## config.mk

```make
export PLATFORM = sky130hd
export DESIGN_NAME = rssi_report_packer
export DESIGN_NICKNAME = d
export VERILOG_FILES = /design/src/rtl/rssi_report_packer.sv
export SDC_FILE = /design/constraint.sdc
export NUM_CORES = 1
export LEC_CHECK = 0
export ABC_AREA = 0
export CAP_MARGIN = 20
export CORE_MARGIN = 3
export CORE_UTILIZATION = 31
export DETAILED_ROUTE_END_ITERATION = 12
export PLACE_DENSITY_LB_ADDON = 0.08
export SLEW_MARGIN = 40
export SYNTH_ARGS = -nofsm -noshare
export SYNTH_HDL_FRONTEND = slang
export SYNTH_SLANG_ARGS = --single-unit
```

## constraint.sdc

```tcl
create_clock -name clk -period 4.8 [get_ports clk]
set_input_delay 0.96 -clock clk [delete_from_list [all_inputs] [get_ports clk]]
set_output_delay 0.96 -clock clk [all_outputs]
set_load 0.05 [all_outputs]
```

## src/rtl/rssi_report_packer.sv

```systemverilog
// rssi_report_packer
//   Holds the newest RSSI / raw-dB / gain result from the datapath. Every
//   REPORT_PERIOD_MS millisecond ticks it turns that result into a short byte
//   packet and pushes the bytes into the UART TX FIFO, one byte per cycle
//   whenever the FIFO is not full.
//
//   Packet: SYNC_BYTE, seq, gain, rssi[15:8], rssi[7:0], raw[15:8], raw[7:0]
//   and, when REPORT_CHECKSUM_EN is defined, a trailing XOR of bytes 1..6.
//   Without REPORT_CHECKSUM_EN the packet is 7 bytes and has no checksum.
//
// Ports
//   clk, rst        clock; asynchronous active-low reset
//   en_i            allows new packet launches (a packet in flight always finishes)
//   ms_en_i         one-cycle millisecond tick
//   rssi_i          RSSI result, RSSI_W bits, zero-extended to 16 in the packet
//   raw_db_i        raw ADC dB result
//   gain_db_i       PGA gain in dB
//   valid_i         one-cycle strobe qualifying rssi_i / raw_db_i / gain_db_i
//   fifo_full_i     UART TX FIFO full
//   data_o          byte to the FIFO (0 when not sending)
//   wr_en_o         FIFO write strobe
//   busy_o          a packet is being sent
//   seq_o           sequence number of the next packet
//   dropped_o       results overwritten before being sent (saturates at 255)
//   state_dbg       current FSM state (0 = IDLE, 1 = SEND)
//
// Handshake: a byte is transferred on every cycle where wr_en_o is high.
// wr_en_o is simply "sending and FIFO not full"; the byte index only moves on
// such a cycle, so a full FIFO holds the current byte in place for as long as
// it stays full, with no loss and no repeat.

module rssi_report_packer #(
  parameter int         REPORT_PERIOD_MS = 100,
  parameter int         RSSI_W           = 16,
  parameter logic [7:0] SYNC_BYTE        = 8'hA5
) (
  input  logic              clk,
  input  logic              rst,
  input  logic              en_i,
  input  logic              ms_en_i,
  input  logic [RSSI_W-1:0] rssi_i,
  input  logic [15:0]       raw_db_i,
  input  logic [7:0]        gain_db_i,
  input  logic              valid_i,
  input  logic              fifo_full_i,
  output logic [7:0]        data_o,
  output logic              wr_en_o,
  output logic              busy_o,
  output logic [7:0]        seq_o,
  output logic [7:0]        dropped_o,
  output logic [0:0]        state_dbg
);

  localparam logic [0:0] IDLE = 1'b0;
  localparam logic [0:0] SEND = 1'b1;

`ifdef REPORT_CHECKSUM_EN
  localparam logic [2:0] LAST_IDX = 3'd7;
`else
  localparam logic [2:0] LAST_IDX = 3'd6;
`endif

  localparam int                CNT_W     = (REPORT_PERIOD_MS > 1) ? $clog2(REPORT_PERIOD_MS) : 1;
  localparam logic [CNT_W-1:0]  LAST_TICK = CNT_W'(REPORT_PERIOD_MS - 1);

  logic [0:0]       state;
  logic [2:0]       idx;
  logic [7:0]       seq;
  logic [7:0]       dropped;
  logic             pending;
  logic             elapsed;
  logic [CNT_W-1:0] tick_cnt;

  logic [15:0]      sh_rssi;
  logic [15:0]      sh_raw;
  logic [7:0]       sh_gain;
  logic [15:0]      pk_rssi;
  logic [15:0]      pk_raw;
  logic [7:0]       pk_gain;

  logic [15:0]      rssi_ext;
  logic             launch;
  logic             period_done;
  logic             write;
  logic [7:0]       cur_byte;

  assign rssi_ext    = 16'(rssi_i);
  assign launch      = (state == IDLE) && en_i && pending && elapsed;
  assign period_done = ms_en_i && (tick_cnt == LAST_TICK);
  assign write       = (state == SEND) && !fifo_full_i;

`ifdef REPORT_CHECKSUM_EN
  logic [7:0] checksum;
  assign checksum = seq ^ pk_gain ^ pk_rssi[15:8] ^ pk_rssi[7:0] ^
                    pk_raw[15:8] ^ pk_raw[7:0];
`endif

  always_comb begin
    cur_byte = 8'h00;
    case (idx)
      3'd0:    cur_byte = SYNC_BYTE;
      3'd1:    cur_byte = seq;
      3'd2:    cur_byte = pk_gain;
      3'd3:    cur_byte = pk_rssi[15:8];
      3'd4:    cur_byte = pk_rssi[7:0];
      3'd5:    cur_byte = pk_raw[15:8];
      3'd6:    cur_byte = pk_raw[7:0];
`ifdef REPORT_CHECKSUM_EN
      3'd7:    cur_byte = checksum;
`endif
      default: cur_byte = 8'h00;
    endcase
  end

  assign data_o    = (state == SEND) ? cur_byte : 8'h00;
  assign wr_en_o   = write;
  assign busy_o    = (state == SEND);
  assign seq_o     = seq;
  assign dropped_o = dropped;
  assign state_dbg = state;

  // Millisecond tick counter. Runs regardless of busy/en_i so the report
  // cadence never drifts. A period finishing on the launch cycle re-arms
  // elapsed rather than being lost.
  always_ff @(posedge clk or negedge rst) begin
    if (!rst) begin
      tick_cnt <= '0;
      elapsed  <= 1'b0;
    end else begin
      if (ms_en_i) begin
        tick_cnt <= period_done ? '0 : tick_cnt + 1'b1;
      end
      if (period_done) begin
        elapsed <= 1'b1;
      end else if (launch) begin
        elapsed <= 1'b0;
      end
    end
  end

  // Shadow registers and the pending/dropped bookkeeping. A result arriving
  // on the launch cycle goes straight into the packet, so it neither sets
  // pending nor counts as a drop.
  always_ff @(posedge clk or negedge rst) begin
    if (!rst) begin
      sh_rssi <= 16'h0000;
      sh_raw  <= 16'h0000;
      sh_gain <= 8'h00;
      pending <= 1'b0;
      dropped <= 8'h00;
    end else begin
      if (valid_i) begin
        sh_rssi <= rssi_ext;
        sh_raw  <= raw_db_i;
        sh_gain <= gain_db_i;
      end
      if (launch) begin
        pending <= 1'b0;
      end else if (valid_i) begin
        pending <= 1'b1;
        if (pending && (dropped != 8'hFF)) begin
          dropped <= dropped + 8'd1;
        end
      end
    end
  end

  // Packet FSM: IDLE waits for a launch, SEND walks the byte index on each
  // accepted write and bumps seq after the last byte.
  always_ff @(posedge clk or negedge rst) begin
    if (!rst) begin
      state   <= IDLE;
      idx     <= 3'd0;
      seq     <= 8'h00;
      pk_rssi <= 16'h0000;
      pk_raw  <= 16'h0000;
      pk_gain <= 8'h00;
    end else begin
      case (state)
        IDLE: begin
          if (launch) begin
            pk_rssi <= valid_i ? rssi_ext  : sh_rssi;
            pk_raw  <= valid_i ? raw_db_i  : sh_raw;
            pk_gain <= valid_i ? gain_db_i : sh_gain;
            idx     <= 3'd0;
            state   <= SEND;
          end
        end
        SEND: begin
          if (write) begin
            if (idx == LAST_IDX) begin
              idx   <= 3'd0;
              seq   <= seq + 8'd1;
              state <= IDLE;
            end else begin
              idx <= idx + 3'd1;
            end
          end
        end
        default: state <= IDLE;
      endcase
    end
  end

endmodule
```

Word level (Yosys, flattened, before mapping):

Cells that the tools add are included.

* latch bits: 0
* output and inout bits: 27
* bits in writable memories: 0
* bits in read-only memories: 0
* memories kept: 0
* bits of input ports: 46
* register bits after elaboration: 109
* logic and storage cells: 61

* multipliers: 0
* div/mod/pow operators: 0
* shift operators: 0
* bitwise logic cells: 2
* $lt $le $gt $ge: 0
* reductions and logical operators: 14
* equality and inequality tests: 10
* add/sub/neg operators: 4
* muxes and demuxes: 18

Operators by type and width (number)
* $pmux W8 S7: 1
* $mux W16: 2
* $add A8 B1 Y8 const B: 2
* $mux W8: 2
* $eq A3 B3 Y1 const B: 3
* $mux W3: 3
* $ne A8 B8 Y1 const B: 1
* $add A7 B1 Y7 const B: 1
* $eq A7 B7 Y1 const B: 1
* $mux W1: 7
* $mux W7: 1
* $eq A3 B2 Y1 const B: 2
* $logic_and A1 B1 Y1: 6
* $pmux W3 S2: 1
* $reduce_and A3 Y1: 2
* $ne A2 B2 Y1 const B: 2
* $reduce_and A2 Y1: 2
* $reduce_bool A2 Y1: 2
* $add A3 B1 Y3 const B: 1
* $eq A3 B1 Y1 const B: 1
* $logic_not A3 Y1: 1
* $not A1 Y1: 2
* $pmux W1 S2: 1
* $logic_not A1 Y1: 1

Depth between registers and ports, before layout:

* word-level depth: 6
* gate-level depth with buffers: 8
* mapped depth without buffers: 5

Worst setup path before layout:

OpenSTA, ideal clock, no wires.

* path kind: register -> output
* start: register idx[0]
* end: output port data_o[1]
* buffers on the path: 3
* arrival: 2.285 ns
* stages on the path, launching flop included: 9
* data required time: 3.840 ns
* path slack: 1.555 ns
* cell sequence: dfrtp_1 > buf_2 > buf_2 > nand2_1 > inv_1 > ha_1 > clkbuf_1 > o21ai_1 > a31oi_1

* word-level cells in the longest chain between the ends: 3
* elaborated cells between the ends (all ways): 9
* classes of those cells: eq/ne: 6; mux: 2; reduce/logical: 1

Ends and longest elaborated chain
* start: declaration: line 67 `logic [2:0] idx;`
* start signal: assignment: line 196 `idx <= idx + 3'd1;`
* $eq A3 B3 Y1, or another cell as far along: line 100 `case (idx)`
* $pmux W8 S7 *: line 100
* $mux W8 *: line 115 `assign data_o = (state == SEND) ? cur_byte : 8'h00;`
* end: declaration: line 46 `output logic [7:0] data_o,`

Every way passes the cells marked *; elsewhere a longest branch is shown, timed or not.

Worst setup path in the final report:

* start: register idx[0]
* end: output port data_o[5]

The elaborated chain is that of the path after synthesis.

==> metrics.yaml <==
setup_path:
  cp-start-kind: "flop"
  cp_num_cells: 5
  end_kind: "primary output"
  crit_fanout: 20
  critPathMaxStageDelay_ns: 0.85
  reg2reg_depth: 3
  cp_data_required_time_ns: 3.84
  critPathBufInv: 1
  cp_top_family: "simple AND/OR/NAND/NOR gates"
  critPathKind: "flop to primary output"
  cp_cell_sequence: "nor2b_1 > and2_1 > a222oi_1 > a31oi_1 > clkdlybuf4s50_1"
  slowest_stage: "clkdlybuf4s50_1"
  worstPathArrival_ns: 3.18
timing:
  tns_ns: 0
  final.hold.worst_slack_ns: 0.4952
  fin_skew_ns: 0.008691
  report.final.hold_viol_count: 0
  finalMaxSlewViolations: 0
  finalCritPeriodShare: 0.8629
  max-slew-margin-rel: 0.5176
  layout_setup_ws_ns: 0.6582
  grt_setup_unrepaired: "no"
  fmax_ghz: 0.2414
  fin_crit_ns: 4.142
  worst_pin_slew_ns: 0.7221
  setup_viol: 0
global_routing:
  grt_pass1_wl_um: 16540
  globalRouteTotalUtil: 0.1272
  antenna_found_initial: 0
  grt_start_max_net_pins: 87
  grt-ovfl-total: 0
  grt_pass1_vias: 3056
power:
  power.switching_w: 0.0009555
  powerDensity_mw_per_mm2: 461.2
  ir_drop_uv: 197.4
  p_int_w: 0.001797
  p_seq_frac: 0.430
  p_clk_frac: 0.292
  p_leak_nw: 2.641
  comb_power_share: 0.278
  sw_frac_of_total: 0.3472
placement:
  gp_congestion: 0.7613
  hpwlAfterDp_um: 7148
  pre_cts_slack_ns: 1.044
  port_buffers: 72
logic_synthesis:
  yosysMostFrequentCell: "dfrtp_1"
  syn_avg_cell_area_um2: 13.06
  synth_warnings: 0
  synthDistinctLibCells: 39
  yosys_most_used_dff: "dfrtp_1"
  ys_top_cells_by_area: "dfrtp_1 57%, mux2_2 21%, xnor2_1 2.0%"
  synth-async-reset-ratio: 1.000
  synth_edf_count: 0
  synth_area_mm2: 0.004767
  syn-num-nets: 415
  ys_seq_elements: 109
  ys_seq_area_frac: 0.5722
  yosys-top-cells-count: "109 x dfrtp_1, 90 x mux2_2, 19 x nand2_1, 13 x buf_2"
  yosys.area.top_type_share: 0.5722
  synthCells: 365
  synth_top_area_cell: "dfrtp_1"
die:
  initial_utilization: 0.3219
  fp.dieH_um: 130.0
  io_pins: 73
  dieWidth_um: 130.0
  num_rows: 44
  die_area_mm2: 0.01690
  core_mm2: 0.01481
clocking:
  cts-root-buf: "clkbuf_16"
  cts_buffers: 9
  cts_htree_levels: 3
  cts_tree: "yes"
  hold_buffers: 0
  clock_path_buffers: 2
  cts-resized-gates: 0
  clock_sinks: 109
  postCtsSetupRepairBufs: 0
  clkTransAtPathRegs_ns: 0.07
  insertion_delay_ns: 0.35
min_path:
  hold_class: "flop to flop"
  hold_path_depth: 1
detailed_routing:
  vias: 2998
  ant_nets: 0
  wl_um: 10260
  wl_per_cell_um: 16.55
  route.detailed.drc: 0
  viasPerCell: 4.835
  drt_iter0_drc: 189
  dr.pass1.iters: 4
job:
  drv_cap: 0
cells_and_area:
  antennaDiodeCount: 0
  drive_above_1_share: 0.2592
  area_growth_pct: 25.17
  layout.nets: 481
status:
  status: "finished, final reports clean"
==> layout make-up <==
type	instances	area, µm²
inverters	7	26.28
multi-input cells	229	1918
repair buffers	75	742.0
fillers	1401	8842
well taps	184	230.2
clock buffers	10	239.0
flip-flops and latches	109	2728
clock inverters	6	83.83
==> registers in the layout (all words and copies together) (netlist names) <==
register   count
pk_raw        16
sh_raw        16
elapsed        1
pending        1
sh_rssi       16
dropped_o      8
tick_cnt       7
sh_gain        8
idx            3
busy_o         1
pk_rssi       16
seq_o          8
pk_gain        8
==> worst register-to-register path: stages (launching register included) <==
cell and delay [ns]:
dfrtp_1 0.63, nor2b_1 0.69, and3_1 0.49, mux2_2 0.37
==> stage by stage <==
stage / utilization / instances / power [W] / cell area (µm²)
2_1_floorplan: - / 365 / 0.001689 / 4767
3_3_place_gp: 0.3807 / 604 / 0.001961 / 5638
3_5_place_dp: 0.3810 / 604 / 0.001972 / 5642
4_1_cts: 0.4028 / 620 / 0.002790 / 5964
5_1_grt: 0.4029 / 620 / 0.002896 / 5967
6_report: 0.4029 / 620 / 0.002752 / 5967
==> metal layers <==
layer	wire length, µm	part of all wire	track usage	vias up
li1	-	-	-	1446
met1	5311	0.52	0.1894	1481
met2	4379	0.43	0.1850	61
met3	406	0.040	0.02333	10
met4	163	0.016	0.04584	0
met5	0	0	0	-
==> cells in the final DEF, fill, tap and decap left out, types with 3 or more instances in the layout <==
master / count
o21ai_0: 11
dfrtp_1: 109
nand2b_1: 3
mux2_2: 90
a211oi_1: 3
clkinv_2: 3
nand2_1: 19
buf_4: 3
a21oi_1: 10
a31oi_1: 3
nor2_1: 8
xor2_1: 3
a222oi_1: 4
nand3_1: 7
mux2i_1: 4
a21o_1: 3
nand4_1: 9
clkbuf_16: 9
xnor2_1: 11
inv_1: 7
and2_1: 5
ha_1: 4
nor2b_1: 4
and4_1: 4
clkdlybuf4s50_1: 70
nor3_1: 3
and3_1: 4
a22o_1: 3
==> final timing paths <==
| kind | start | to | slack (ns) |
|---|---|---|---|
| min reg2reg | sh_rssi[15] | sh_rssi[15] | 0.50 |
| min | sh_rssi[15] | sh_rssi[15] | 0.50 |
| max in group asynchronous | rst | dropped_o[6] | 3.27 |
| max | idx[0] | data_o[5] | 0.66 |
| max reg2reg | idx[0] | seq_o[1] | 2.51 |
| min in group asynchronous | rst | seq_o[3] | 0.64 |
==> cell families (layout without fill, tap and decap cells) <==
kind of cell / Yosys count / count (layout) / share of synthesized area
flops: 109 / 109 / 0.5722
mux: 94 / 94 / 0.2210
simple gates: 73 / 73 / 0.08451
compound gates: 44 / 44 / 0.06063
buf+inv: 27 / 98 / 0.02546
xor+xnor: 14 / 14 / 0.02572
fa+ha+maj: 4 / 4 / 0.01050
==> power groups by stage <==
stage	clock, W	sequential (W)	combinational, W
after CTS	0.000832	0.00118	0.000775
after detailed placement	0	0.00120	0.000772
final	0.000804	0.00118	0.000766
after floorplan	0	0.00126	0.000424
after global placement	0	0.00119	0.000768
after global routing	0.000867	0.00121	0.000822
Power figures use the tool's default switching activity.
